--- src/rtl/wmt_pkg.sv ---
// Shared helpers for the weighted trend detector.
// Width derivations, config address map, config FSM states.
package wmt_pkg;

  function automatic int clog2(input int v);
    int r;
    r = 0;
    for (int p = 1; p < v; p = p * 2) r++;
    return r;
  endfunction

  function automatic int aw_f(input int n);
    return clog2(n + 2);
  endfunction

  function automatic int sw_f(input int n, input int w);
    return w + clog2(n + 1);
  endfunction

  function automatic int addr_th_hi(input int n);
    return n;
  endfunction

  function automatic int addr_th_lo(input int n);
    return n + 1;
  endfunction

  function automatic int def_weight(input int n, input int k, input int w);
    int m;
    m = (1 << w) - 1;
    return ((n - k) < m) ? (n - k) : m;
  endfunction

  typedef enum logic {
    CFG_IDLE,
    CFG_APPLY
  } cfg_state_e;

endpackage

--- src/rtl/wmt_weighted_sum.sv ---
// Masked adder over the sample window: adds weight[k] for every set tap.
// Purely combinational; the top registers the result.
module wmt_weighted_sum
  import wmt_pkg::*;
#(
  parameter int N     = 8,
  parameter int WIDTH = 4,
  parameter int SW    = 8
) (
  input  logic [N-1:0]     win_i,
  input  logic [WIDTH-1:0] wt_i [N],
  output logic [SW-1:0]    sum_o
);

  always_comb begin
    sum_o = '0;
    for (int k = 0; k < N; k++) begin
      if (win_i[k]) sum_o = sum_o + SW'(wt_i[k]);
    end
  end

endmodule

--- src/rtl/weighted_trend_detector.sv ---
// Pipelined weighted-majority trend detector with hysteresis thresholds.
// Define WMT_DEBOUNCE_EN to require DEB agreeing evaluations per flip.
module weighted_trend_detector
  import wmt_pkg::*;
#(
  parameter int N         = 8,
  parameter int WIDTH     = 4,
  parameter int DEF_TH_HI = 24,
  parameter int DEF_TH_LO = 12,
  parameter int DEB       = 2,
  localparam int AW = aw_f(N),
  localparam int SW = sw_f(N, WIDTH)
) (
  input  logic          clk,
  input  logic          reset,
  input  logic          in_valid,
  input  logic          in_bit,
  input  logic          cfg_valid,
  output logic          cfg_ready,
  input  logic [AW-1:0] cfg_addr,
  input  logic [SW-1:0] cfg_data,
  output logic          cfg_err,
  output logic          trend,
  output logic          trend_valid,
  output logic          trend_change,
  output logic          warm,
  output logic [SW-1:0] sum_out
);

  localparam int FW = clog2(N + 1);

  logic [N-1:0]     win_q;
  logic [FW-1:0]    fill_q;
  logic [WIDTH-1:0] wt_q [N];
  logic [SW-1:0]    hi_q, lo_q, sum_q, sum_d;
  logic             e1_q, e2_q;
  logic             trend_q, tv_q, tc_q;
  logic             want_d, flip_d;
  cfg_state_e       st_q;
  logic             rdy_q, err_q;

  wmt_weighted_sum #(.N(N), .WIDTH(WIDTH), .SW(SW)) u_sum (
    .win_i (win_q),
    .wt_i  (wt_q),
    .sum_o (sum_d)
  );

  // e1/e2 tag samples that are accepted while warm or that make warm
  always_ff @(posedge clk or posedge reset) begin
    if (reset) begin
      win_q  <= '0;
      fill_q <= '0;
      e1_q   <= 1'b0;
      e2_q   <= 1'b0;
      sum_q  <= '0;
    end else begin
      e1_q  <= in_valid && (fill_q >= FW'(N - 1));
      e2_q  <= e1_q;
      sum_q <= sum_d;
      if (in_valid) begin
        win_q <= {win_q[N-2:0], in_bit};
        if (fill_q != FW'(N)) fill_q <= fill_q + 1'b1;
      end
    end
  end

`ifdef WMT_DEBOUNCE_EN
  localparam int CW = (DEB > 1) ? clog2(DEB + 1) : 1;
  logic [CW-1:0] cnt_q, cnt_d;
`else
  logic unused_deb;
  assign unused_deb = (DEB != 0);
`endif

  always_comb begin
    want_d = trend_q;
    if (sum_q >= hi_q) want_d = 1'b1;
    else if (sum_q < lo_q) want_d = 1'b0;
    flip_d = 1'b0;
`ifdef WMT_DEBOUNCE_EN
    cnt_d = cnt_q;
    if (e2_q) begin
      if (want_d != trend_q) begin
        if (int'(cnt_q) + 1 >= DEB) begin
          flip_d = 1'b1;
          cnt_d  = '0;
        end else begin
          cnt_d = cnt_q + 1'b1;
        end
      end else begin
        cnt_d = '0;
      end
    end
`else
    flip_d = e2_q && (want_d != trend_q);
`endif
  end

  always_ff @(posedge clk or posedge reset) begin
    if (reset) begin
      trend_q <= 1'b0;
      tv_q    <= 1'b0;
      tc_q    <= 1'b0;
`ifdef WMT_DEBOUNCE_EN
      cnt_q   <= '0;
`endif
    end else begin
      tv_q <= e2_q;
      tc_q <= flip_d;
      if (flip_d) trend_q <= ~trend_q;
`ifdef WMT_DEBOUNCE_EN
      cnt_q <= cnt_d;
`endif
    end
  end

  // Config writes land at the edge ending the accept cycle
  always_ff @(posedge clk or posedge reset) begin
    if (reset) begin
      st_q  <= CFG_IDLE;
      rdy_q <= 1'b1;
      err_q <= 1'b0;
      hi_q  <= SW'(DEF_TH_HI);
      lo_q  <= SW'(DEF_TH_LO);
      for (int k = 0; k < N; k++)
        wt_q[k] <= WIDTH'(def_weight(N, k, WIDTH));
    end else begin
      unique case (st_q)
        CFG_IDLE: begin
          err_q <= 1'b0;
          if (cfg_valid) begin
            st_q  <= CFG_APPLY;
            rdy_q <= 1'b0;
            unique case (1'b1)
              (cfg_addr < AW'(N)): begin
                for (int k = 0; k < N; k++)
                  if (cfg_addr == AW'(k))
                    wt_q[k] <= cfg_data[WIDTH-1:0];
              end
              (cfg_addr == AW'(addr_th_hi(N))): hi_q <= cfg_data;
              (cfg_addr == AW'(addr_th_lo(N))): lo_q <= cfg_data;
              default: err_q <= 1'b1;
            endcase
          end
        end
        CFG_APPLY: begin
          st_q  <= CFG_IDLE;
          rdy_q <= 1'b1;
          err_q <= 1'b0;
        end
        default: st_q <= CFG_IDLE;
      endcase
    end
  end

  assign cfg_ready    = rdy_q;
  assign cfg_err      = err_q;
  assign trend        = trend_q;
  assign trend_valid  = tv_q;
  assign trend_change = tc_q;
  assign warm         = (fill_q == FW'(N));
  assign sum_out      = sum_q;

endmodule

--- config.mk ---
export PLATFORM = sky130hd
export DESIGN_NAME = weighted_trend_detector
export DESIGN_NICKNAME = d
export VERILOG_FILES = /design/src/rtl/wmt_pkg.sv /design/src/rtl/wmt_weighted_sum.sv /design/src/rtl/weighted_trend_detector.sv
export SDC_FILE = /design/constraint.sdc
export NUM_CORES = 1
export LEC_CHECK = 0
export CORE_MARGIN = 1
export CORE_UTILIZATION = 50
export CTS_CLUSTER_DIAMETER = 200
export CTS_CLUSTER_SIZE = 8
export DETAILED_ROUTE_END_ITERATION = 16
export GPL_ROUTABILITY_DRIVEN = 0
export PLACE_DENSITY_LB_ADDON = 0.2
export SYNTH_ARGS = -nofsm -noshare
export SYNTH_HDL_FRONTEND = slang
export SYNTH_SLANG_ARGS = --single-unit
--- constraint.sdc ---
create_clock -name clk -period 5.8 [get_ports clk]
set_input_delay 0.58 -clock clk [delete_from_list [all_inputs] [get_ports clk]]
set_output_delay 0.58 -clock clk [all_outputs]
set_load 0.02 [all_outputs]
Word-level counts from Yosys, hierarchy flattened
Index checks and enable logic that the tools add are counted. Widths: inputs -> output; s select.

Bitwise logic cells: 2. $add $sub $neg: 8. Mux-type cells: 17. Order comparisons: 4. Reduce and logical (&&, ||, !) cells: 15. Equal/unequal tests: 13.

Operators by type and width (count): $mux 8 (7); $add 8x4->8 (6); $reduce_and 4->1 (8); $eq 4x3->1 const B (4); $eq 4x4->1 const B (3); $eq 4x2->1 const B (2); $ge 8x8->1 (1); $lt 8x8->1 (1); $mux 1 (6); $pmux 1 s2 (3); $reduce_and 3->1 (2); $add 4x4->5 (1); $add 4x1->4 const B (1); $eq 4x1->1 const B (1); $ge 4x3->1 const B (1); $logic_not 4->1 (1); $lt 4x4->1 const B (1); $mux 4 (1); $ne 4x4->1 const B (1); $reduce_or 3->1 (1); $logic_and 1x1->1 (2); $ne 2x2->1 const B (1); $not 1->1 (2); $reduce_and 2->1 (1); $ne 1x1->1 (1).

Output and inout bits: 14. Flip-flop bits (word level): 76.

Depth between registers and ports, before layout
Gate-level depths: netlist of run 1.

Depth in word-level cells: 15. Mapped depth: 34. Mapped depth without buffers: 34.

Cells and area by module
A second synthesis of run 1 with hierarchy kept.

Cell total of the unflattened synthesis: 452. Area, all modules: 5056.1 µm².

By module, submodules not included: weighted_trend_detector (area each 3270.6 µm², instances 1, cells an instance 232); wmt_weighted_sum (area each 1785.5 µm², instances 1, cells an instance 220).

Worst setup path before layout of run 1
No wires, ideal clock.

Kind: reg-to-reg. From: register win_q[0]. To: register sum_q[7] (netlist: sum_out[7]). Data arrival time: 6.231 ns. Buffers on the path: 0. Required time: 5.712 ns. Path slack: -0.520 ns. Setup time: 0.088 ns. Cell stages (with the launch flop): 27. Period minus slack after synthesis: 6.320 ns. Cell sequence: dfrtp_1 and2_1 ha_1 inv_1 fa_1 mux2i_1 fa_1 mux2_2 fa_1 xor2_1 mux2_2 ha_1 xnor2_1 mux2_2 ha_1 xnor2_1 mux2_2 ha_1 nor2b_1 o21ai_0 inv_1 o21ai_0 inv_1 o2111ai_1 o211ai_1 or4b_1 a41oi_1.

Longest elaborated chain between the ends: 15.

Ends and longest elaborated chain: start, declared (RTL line weighted_trend_detector.sv:32) `logic [N-1:0] win_q;`; start signal, assigned (RTL line weighted_trend_detector.sv:61) `win_q <= {win_q[N-2:0], in_bit};`; $mux 4 * (RTL line wmt_weighted_sum.sv:18) `if (win_i[k]) sum_o = sum_o + SW'(wt_i[k]);`; $add 4x4->5 (RTL line wmt_weighted_sum.sv:18); $mux 8 * (RTL line wmt_weighted_sum.sv:18); $add 8x4->8 (RTL line wmt_weighted_sum.sv:18); $mux 8 * (RTL line wmt_weighted_sum.sv:18); $add 8x4->8 (RTL line wmt_weighted_sum.sv:18); $mux 8 * (RTL line wmt_weighted_sum.sv:18); $add 8x4->8 (RTL line wmt_weighted_sum.sv:18); $mux 8 * (RTL line wmt_weighted_sum.sv:18); $add 8x4->8 (RTL line wmt_weighted_sum.sv:18); $mux 8 * (RTL line wmt_weighted_sum.sv:18); $add 8x4->8 (RTL line wmt_weighted_sum.sv:18); $mux 8 * (RTL line wmt_weighted_sum.sv:18); $add 8x4->8 (RTL line wmt_weighted_sum.sv:18); $mux 8 * (RTL line wmt_weighted_sum.sv:18); via sum_d[7] (RTL line weighted_trend_detector.sv:35) `logic [SW-1:0] hi_q, lo_q, sum_q, sum_d;`; end signal, assigned (RTL line weighted_trend_detector.sv:59) `sum_q <= sum_d;`; end, declared (RTL line weighted_trend_detector.sv:35).

Mark *: on every way through the listed nets, which the timed path passes. The rest lies on a longest branch. A chain may end at the register's enable or synchronous reset.

Worst setup path after layout of run 1
From: register wt_q[28] (netlist bit). To: register sum_q[7] (netlist: sum_out[7]).

Longest elaborated chain between the ends: 15.

Ends and longest elaborated chain: start, declared (RTL line weighted_trend_detector.sv:34) `logic [WIDTH-1:0] wt_q [N];`; start signal, assigned by index (RTL line weighted_trend_detector.sv:126) `wt_q[k] <= WIDTH'(def_weight(N, k, WIDTH));`; start signal, assigned by index (RTL line weighted_trend_detector.sv:138) `wt_q[k] <= cfg_data[WIDTH-1:0];`; $mux 4 * (RTL line wmt_weighted_sum.sv:18); $add 4x4->5 (RTL line wmt_weighted_sum.sv:18); $mux 8 * (RTL line wmt_weighted_sum.sv:18); $add 8x4->8 (RTL line wmt_weighted_sum.sv:18); $mux 8 * (RTL line wmt_weighted_sum.sv:18); $add 8x4->8 (RTL line wmt_weighted_sum.sv:18); $mux 8 * (RTL line wmt_weighted_sum.sv:18); $add 8x4->8 (RTL line wmt_weighted_sum.sv:18); $mux 8 * (RTL line wmt_weighted_sum.sv:18); $add 8x4->8 (RTL line wmt_weighted_sum.sv:18); $mux 8 * (RTL line wmt_weighted_sum.sv:18); $add 8x4->8 (RTL line wmt_weighted_sum.sv:18); $mux 8 * (RTL line wmt_weighted_sum.sv:18); $add 8x4->8 (RTL line wmt_weighted_sum.sv:18); $mux 8 * (RTL line wmt_weighted_sum.sv:18); via sum_d[7] (RTL line weighted_trend_detector.sv:35).

Marked as above.

==> out/qor.txt, run 1 <==
Slew Limit Fails: 0
vias in the first global route: 3726
Yosys warning total: 0
outcome: finished, violations left
CP max FO: 3
multi-input logic area: 0.00332 mm^2
Reg2Reg Depth: 26
vias per cell: 5.48
Yosys top cell by area: dfrtp_1
HPWL Detailed: 7940 um
required time worst endpoint: 6.10 ns
Max Cap Violations: 0
port bufs: 30
clk_lat worst skew: 0.37 ns
# fillers: 747
Die Span X: 103 um
R2R Setup Slk: -0.41 ns
Die Area: 0.0106 mm^2
fin util: 65.5%
num ports: 31
vias post-DR: 3671
Post-synth EDFFs: 0
largest cells by area after synthesis: dfrtp_1 28%, mux2_2 17%, ha_1 11%
M1 GR Usage: 31.2%
Routed WL: 11300 um
Distinct cells, synth: 59
FFs w/ async S/R, synth: 100%
clock slew at reported path FFs: 0.09 ns
Slew headroom: 34.2%
r2r endpoint: sum_out[7]
fin worst setup slack: -0.410 ns
worst hold path type: reg -> reg
drt initial violations: 106
sequential cell area: 0.00192 mm^2
Worst Hold Endpoint: e2_q
antenna viol nets, final: 0
Syn Inst Count: 458
most frequent cells after synthesis: 75 x mux2_2, 58 x dfrtp_1, 45 x ha_1
Clock Sinks: 76
critical path arrival: 6.51 ns
met3 Usage GRT: 4.47%
diode count: 0
hold path depth: 0
Initial Util: 51.9%
unrepaired setup endpoints after global routing: true
share of Yosys cell area claimed by the top area cell type: 28.5%
drt pass-1 iters: 4
Syn Nets: 527
dpl cells: 637
GRT overflow: 0
Max Fclk: 0.161 GHz
Setup-failing EPs final: 7
Core ar.: 0.00982 mm^2
grt met2 use: 38.6%
layout cell share with drive strength beyond 1: 42.5%
hold slack final: 0.361 ns
largest net degree at the start of global routing: 77
critical path type: reg -> reg
CP startpoint kind: register
site row count: 36
r2r startpoint: wt_q[28]
gr usage total: 23.2%
Avg WL per Cell: 16.9 um
count of final hold-check violations: 0
Syn-to-layout area delta: 26.2%
post-synthesis sequential area ratio: 37.7%
mean post-synth cell area: 11.1 um^2
fin crit share: 107%
first-pass GRT wire length: 18400 um
global route hottest layer: met2
Layout Cells excl Fill: 670
Syn Std Cell Area: 0.00510 mm^2
CTS tree: built
failing checks: negative setup slack
CTS max path bufs: 2
# DRC: 0
VDD IR max: 0.000354 V
hold path start: e1_q
flops & latches, synth: 76
root buffer cell: clkbuf_8
most instantiated library cell after synthesis: mux2_2
antenna violations before repair: 0
Final #Nets: 601
H-tree depth: 3
final worst path period need: 6.21 ns
leak pwr: 2.93 nW
Num CTS Buffers: 9
Slew @ Worst Pin: 0.987 ns
Worst Skew: 0.0151 ns
Crit. End Element: register
Die Ht: 103 um
Pwr per Cell Area: 660 mW/mm^2
Most used DFF post-synth: dfrtp_1
critical path, stage by stage, from the launching register on:
cell,delay [ns]
dfrtp_1,0.40
and2_4,0.17
ha_4,0.15
inv_2,0.05
fa_1,0.43
mux2i_2,0.21
fa_1,0.44
mux2_4,0.28
fa_2,0.53
mux2_4,0.16
inv_2,0.04
fa_2,0.50
nand2_1,0.05
o21ai_2,0.11
fa_2,0.49
mux2i_4,0.22
ha_4,0.24
a21o_1,0.17
a21oi_2,0.18
xnor2_1,0.09
mux2_4,0.29
ha_4,0.28
nor2b_4,0.14
o21ai_2,0.08
nor2_4,0.18
a21oi_2,0.08
a41oi_2,0.16
flip-flops by register name, indices dropped and copies added (netlist names):
| name | flops |
|---|---|
| sum_out | 8 |
| fill_q | 4 |
| lo_q | 8 |
| st_q | 1 |
| wt_q | 32 |
| hi_q | 8 |
| e2_q | 1 |
| trend_valid | 1 |
| e1_q | 1 |
| cfg_err | 1 |
| cfg_ready | 1 |
| trend_change | 1 |
| trend | 1 |
| win_q | 8 |
routing by layer:
layer,wire length [um],part of all wire (%)
met4,122,1.1
met3,311,2.8
met5,0,0
met1,5430,48
met2,5430,48
placed cells by master, fill, tap and decap left out, drive strengths merged, types with 3 or more instances in the layout:
cell type,synthesis,final
a211oi,5,5
a21o,17,17
a21oi,16,16
and2,4,4
and3,4,4
buf,11,48
clkbuf,4,12
clkdlybuf4s50,0,30
dfrtp,58,58
dfstp,18,18
fa,7,7
ha,45,45
inv,36,36
mux2,76,76
mux2i,7,7
nand2,23,23
nand2b,5,5
nand3,13,13
nand4,4,4
nor2,14,14
nor2b,10,10
o211ai,6,6
o21a,6,6
o21ai,15,15
o31a,3,3
xnor2,15,15
xor2,6,6
what timing repair did:
action                     in CTS  in global routing
gates cloned                    0                  0
setup buffers                  13                  4
pin swaps                      22                 33
gates resized for setup        23                 23
hold buffers                    0                  0
setup endpoints to repair       7                  7
how the worst max path moves through the flow:
stage | depth (start not counted) | startpoint | endpoint | slack [ns]
2_1_floorplan | 26 | win_q[0] | sum_out[7] | -0.18
3_3_place_gp | 25 | wt_q[24] | sum_out[7] | -0.47
3_5_place_dp | 31 | wt_q[24] | sum_out[7] | -0.70
4_1_cts | 35 | win_q[0] | sum_out[7] | -0.46
5_1_grt | 33 | win_q[0] | sum_out[7] | -0.59
6_report | 26 | wt_q[28] | sum_out[7] | -0.41
report_power, final:
part	switching [mW]	internal, mW	total, mW	leakage, nW
logic	1.30	1.64	2.93	1.92
clock network	0.207	0.254	0.461	0.107
registers	0.152	0.702	0.854	0.910
per-stage QoR:
step | power, mW | instance area (um^2) | setup WS [ns] | TNS (ns)
2_1_floorplan | 2.56 | 5260 | -0.175 | -0.370
3_3_place_gp | 3.08 | 5860 | -0.470 | -2.29
3_5_place_dp | 3.18 | 5860 | -0.703 | -2.99
4_1_cts | 3.98 | 6280 | -0.457 | -2.39
5_1_grt | 4.56 | 6430 | -0.592 | -3.19
6_report | 4.25 | 6430 | -0.410 | -1.97
cell type report:
cell class,count,area share [%]
Multi-Input combinational cell,331,51.6
Tap cell,133,2.59
Clock buffer,12,2.26
Timing Repair Buffer,78,10.4
Sequential cell,76,29.9
Clock inverter,4,1.13
Inverter,36,2.10
kinds of logic (layout without fill, tap and decap cells):
kind of cell / count (synthesis) / in the layout / share of synthesized area (%)
buffers and inverters: 51 / 130 / 4.52
flip-flops: 76 / 76 / 37.7
multiplexers: 83 / 83 / 18.2
XOR/XNOR: 22 / 22 / 4.39
AND/OR/NAND/NOR: 90 / 90 / 9.45
adder cells (fa/ha/maj): 52 / 52 / 13.8
AO/OA/AOI/OAI: 84 / 84 / 12.0
Note: power is estimated with default switching activity, not from simulation.
==> run 2: changes to the inputs <==
--- a/config.mk
+++ b/config.mk
@@ -5,8 +5,11 @@
 export SDC_FILE = /design/constraint.sdc
 export NUM_CORES = 1
 export LEC_CHECK = 0
+export CAP_MARGIN = 10
+export CELL_PAD_IN_SITES_DETAIL_PLACEMENT = 1
+export CELL_PAD_IN_SITES_GLOBAL_PLACEMENT = 2
 export CORE_MARGIN = 1
-export CORE_UTILIZATION = 50
+export CORE_UTILIZATION = 37
 export CTS_CLUSTER_DIAMETER = 200
 export CTS_CLUSTER_SIZE = 8
 export DETAILED_ROUTE_END_ITERATION = 16
==> run 2 against run 1 <==
Net effect: the flow still finishes with violations (negative setup slack); wire length rose by 15%; clock power rose by 15%; die area rose by 34%; global-route usage fell by 4.2 points; worst hold slack got worse by 0.0031 ns; power rose by 7.0%; sequential power rose by 0.5%; setup slack got worse by 0.25 ns; largest cell class unchanged.
==> out/qor.txt, run 2 (synthesized netlist as in run 1, its figures left out) <==
drt pass-1 iters: 4 (unchanged)
count of final hold-check violations: 0 (unchanged)
Routed WL: 13000 um (+15%)
largest net degree at the start of global routing: 77 (unchanged)
# DRC: 0 (unchanged)
hold slack final: 0.358 ns (-0.00309 ns)
first-pass GRT wire length: 21100 um (+15%)
Largest Register: wt_q
CP startpoint kind: register
root buffer cell: clkbuf_16
required time worst endpoint: 5.99 ns (-0.11 ns)
vias post-DR: 3791 (+3.3%)
Crit path max-delay family: adder cells
Final #Nets: 625 (+4.0%)
worst hold path type: reg -> reg
leak pwr: 3.06 nW (+4.5%)
final worst path period need: 6.46 ns (+0.249 ns)
fin crit share: 111% (+4.3 points)
Sw Pwr: 1.77 mW (+7.0%)
HPWL Detailed: 9190 um (+16%)
num ports: 31 (unchanged)
GRT overflow: 0 (unchanged)
# fillers: 1449 (+94%)
Die Span X: 119 um (+16%)
sequential power share: 18.9% (-1.2 points)
drt initial violations: 180 (+70%)
critical path arrival: 6.65 ns (+0.14 ns)
hold buffers post-CTS: 0 (unchanged)
most used cell, CP: ha_4
Clock Sinks: 76 (unchanged)
Layout Cells excl Fill: 737 (+10%)
Setup-failing EPs final: 7 (unchanged)
Worst Skew: 0.00902 ns (-0.00604 ns)
Die Area: 0.0143 mm^2 (+34%)
worst path bufs/invs: 3 (+1)
fin area: 0.00677 mm^2 (+5.2%)
layout cell share with drive strength beyond 1: 45.8% (+3.4 points)
unrepaired setup endpoints after global routing: true
P_int: 2.77 mW (+6.9%)
vias per cell: 5.14 (-6.1%)
dpl cells: 695 (+9.1%)
gr usage total: 19.0% (-4.2 points)
diode count: 0 (unchanged)
H-tree depth: 3 (unchanged)
failing checks: negative setup slack
CTS max path bufs: 2 (unchanged)
Die Ht: 119 um (+16%)
Switching Fraction: 39.0% (about the same)
clock slew at reported path FFs: 0.06 ns (-0.03 ns)
Pwr per Cell Area: 672 mW/mm^2 (+1.7%)
Crit. End Element: register
final total power: 4.54 mW (+7.0%)
vias in the first global route: 4106 (+10%)
Crit-path slowest cell: dfrtp_1
VDD IR max: 0.000243 V (-32%)
antenna viol nets, final: 0 (unchanged)
Max Cap Violations: 0 (unchanged)
outcome: finished, violations left
Syn-to-layout area delta: 32.7%
Combinational Power Share: 69.5% (+0.4 points)
Core ar.: 0.0133 mm^2 (+36%)
critical path type: reg -> reg
Placed Area: 0.00603 mm^2 (+2.8%)
Slew Limit Fails: 0 (unchanged)
Initial Util: 38.2% (-14 points)
site row count: 42 (+17%)
commonest cells after routing, fill and taps aside: 71 x buf_4, 70 x mux2_2, 58 x dfrtp_1
CP max FO: 4 (+1)
port bufs: 30 (unchanged)
Slew @ Worst Pin: 0.995 ns (+0.00798 ns)
R2R Setup Slk: -0.66 ns (-0.25 ns)
clk_lat worst skew: 0.33 ns (-0.04 ns)
fin worst setup slack: -0.659 ns (-0.249 ns)
Num CTS Buffers: 9 (unchanged)
Max Fclk: 0.155 GHz (-3.8%)
CTS tree: built
Slew headroom: 33.7% (-0.53 points)
antenna violations before repair: 0 (unchanged)
commonest non-fill, non-tap cell in the layout: buf_4
Avg WL per Cell: 17.6 um (+4.3%)
flip-flop count of the largest register after layout: 32 (unchanged)
Worst path max stage delay: 0.41 ns (-0.12 ns)
clock share of power: 11.6% (+0.7 points)
## run 2: power groups by stage
stage	logic [mW]	registers (mW)	clock network [mW]
global route	3.46	0.885	0.561
finish	3.16	0.858	0.528
detailed placement	2.56	0.854	0
global placement	2.44	0.846	0
CTS	2.88	0.852	0.539
floorplan	1.74	0.825	0
## run 2: routing by layer
metal  global-route usage (%)  routed length, um  vias up
met5                        0                  0        -
met4                     5.23                137        0
met3                     2.73                180       11
met2                     32.6               6530       28
met1                     25.0               6110     1933
li1                         -                  -     1819
## run 2: final cells by class
cell class	count	area (um^2)	area share [%]
multi-input combinational	331	3360	49.6
sequential	76	1920	28.4
timing repair buffer	102	845	12.5
clock buffer	11	243	3.59
tap	176	220	3.25
inverter	36	138	2.03
clock inverter	5	37.5	0.555
## run 2: worst paths after layout
kind	startpoint	depth (start not counted)	endpoint
min in group asynchronous	reset	3	wt_q[29]
worst max-delay path	win_q[0]	34	sum_out[7]
worst min-delay path	e1_q	0	e2_q
worst min register to register	e1_q	0	e2_q
max in group asynchronous	reset	3	wt_q[7]
worst max register to register	win_q[0]	34	sum_out[7]
## run 2: timing repair
item / CTS / global route
endpoints found under the setup margin: 7 / 7
buffers inserted: 14 / 12
pin swaps: 18 / 38
resized for setup: 28 / 22
## run 2: through the flow
step	setup TNS (ns)	util, %	setup WS (ns)
global placement	-3.07	45.2	-0.663
global route	-4.64	50.7	-0.887
floorplan	-0.370	-	-0.175
detailed placement	-4.18	45.2	-0.816
CTS	-2.28	49.0	-0.510
finish	-3.11	50.7	-0.659
==> run 3: changes to the inputs <==
--- a/config.mk
+++ b/config.mk
@@ -5,7 +5,7 @@
 export SDC_FILE = /design/constraint.sdc
 export NUM_CORES = 1
 export LEC_CHECK = 0
-export CAP_MARGIN = 10
+export CAP_MARGIN = 20
 export CELL_PAD_IN_SITES_DETAIL_PLACEMENT = 1
 export CELL_PAD_IN_SITES_GLOBAL_PLACEMENT = 2
 export CORE_MARGIN = 1
==> results of run 3 <==
The final DEF is identical to that of run 2; final timing and power are the same.
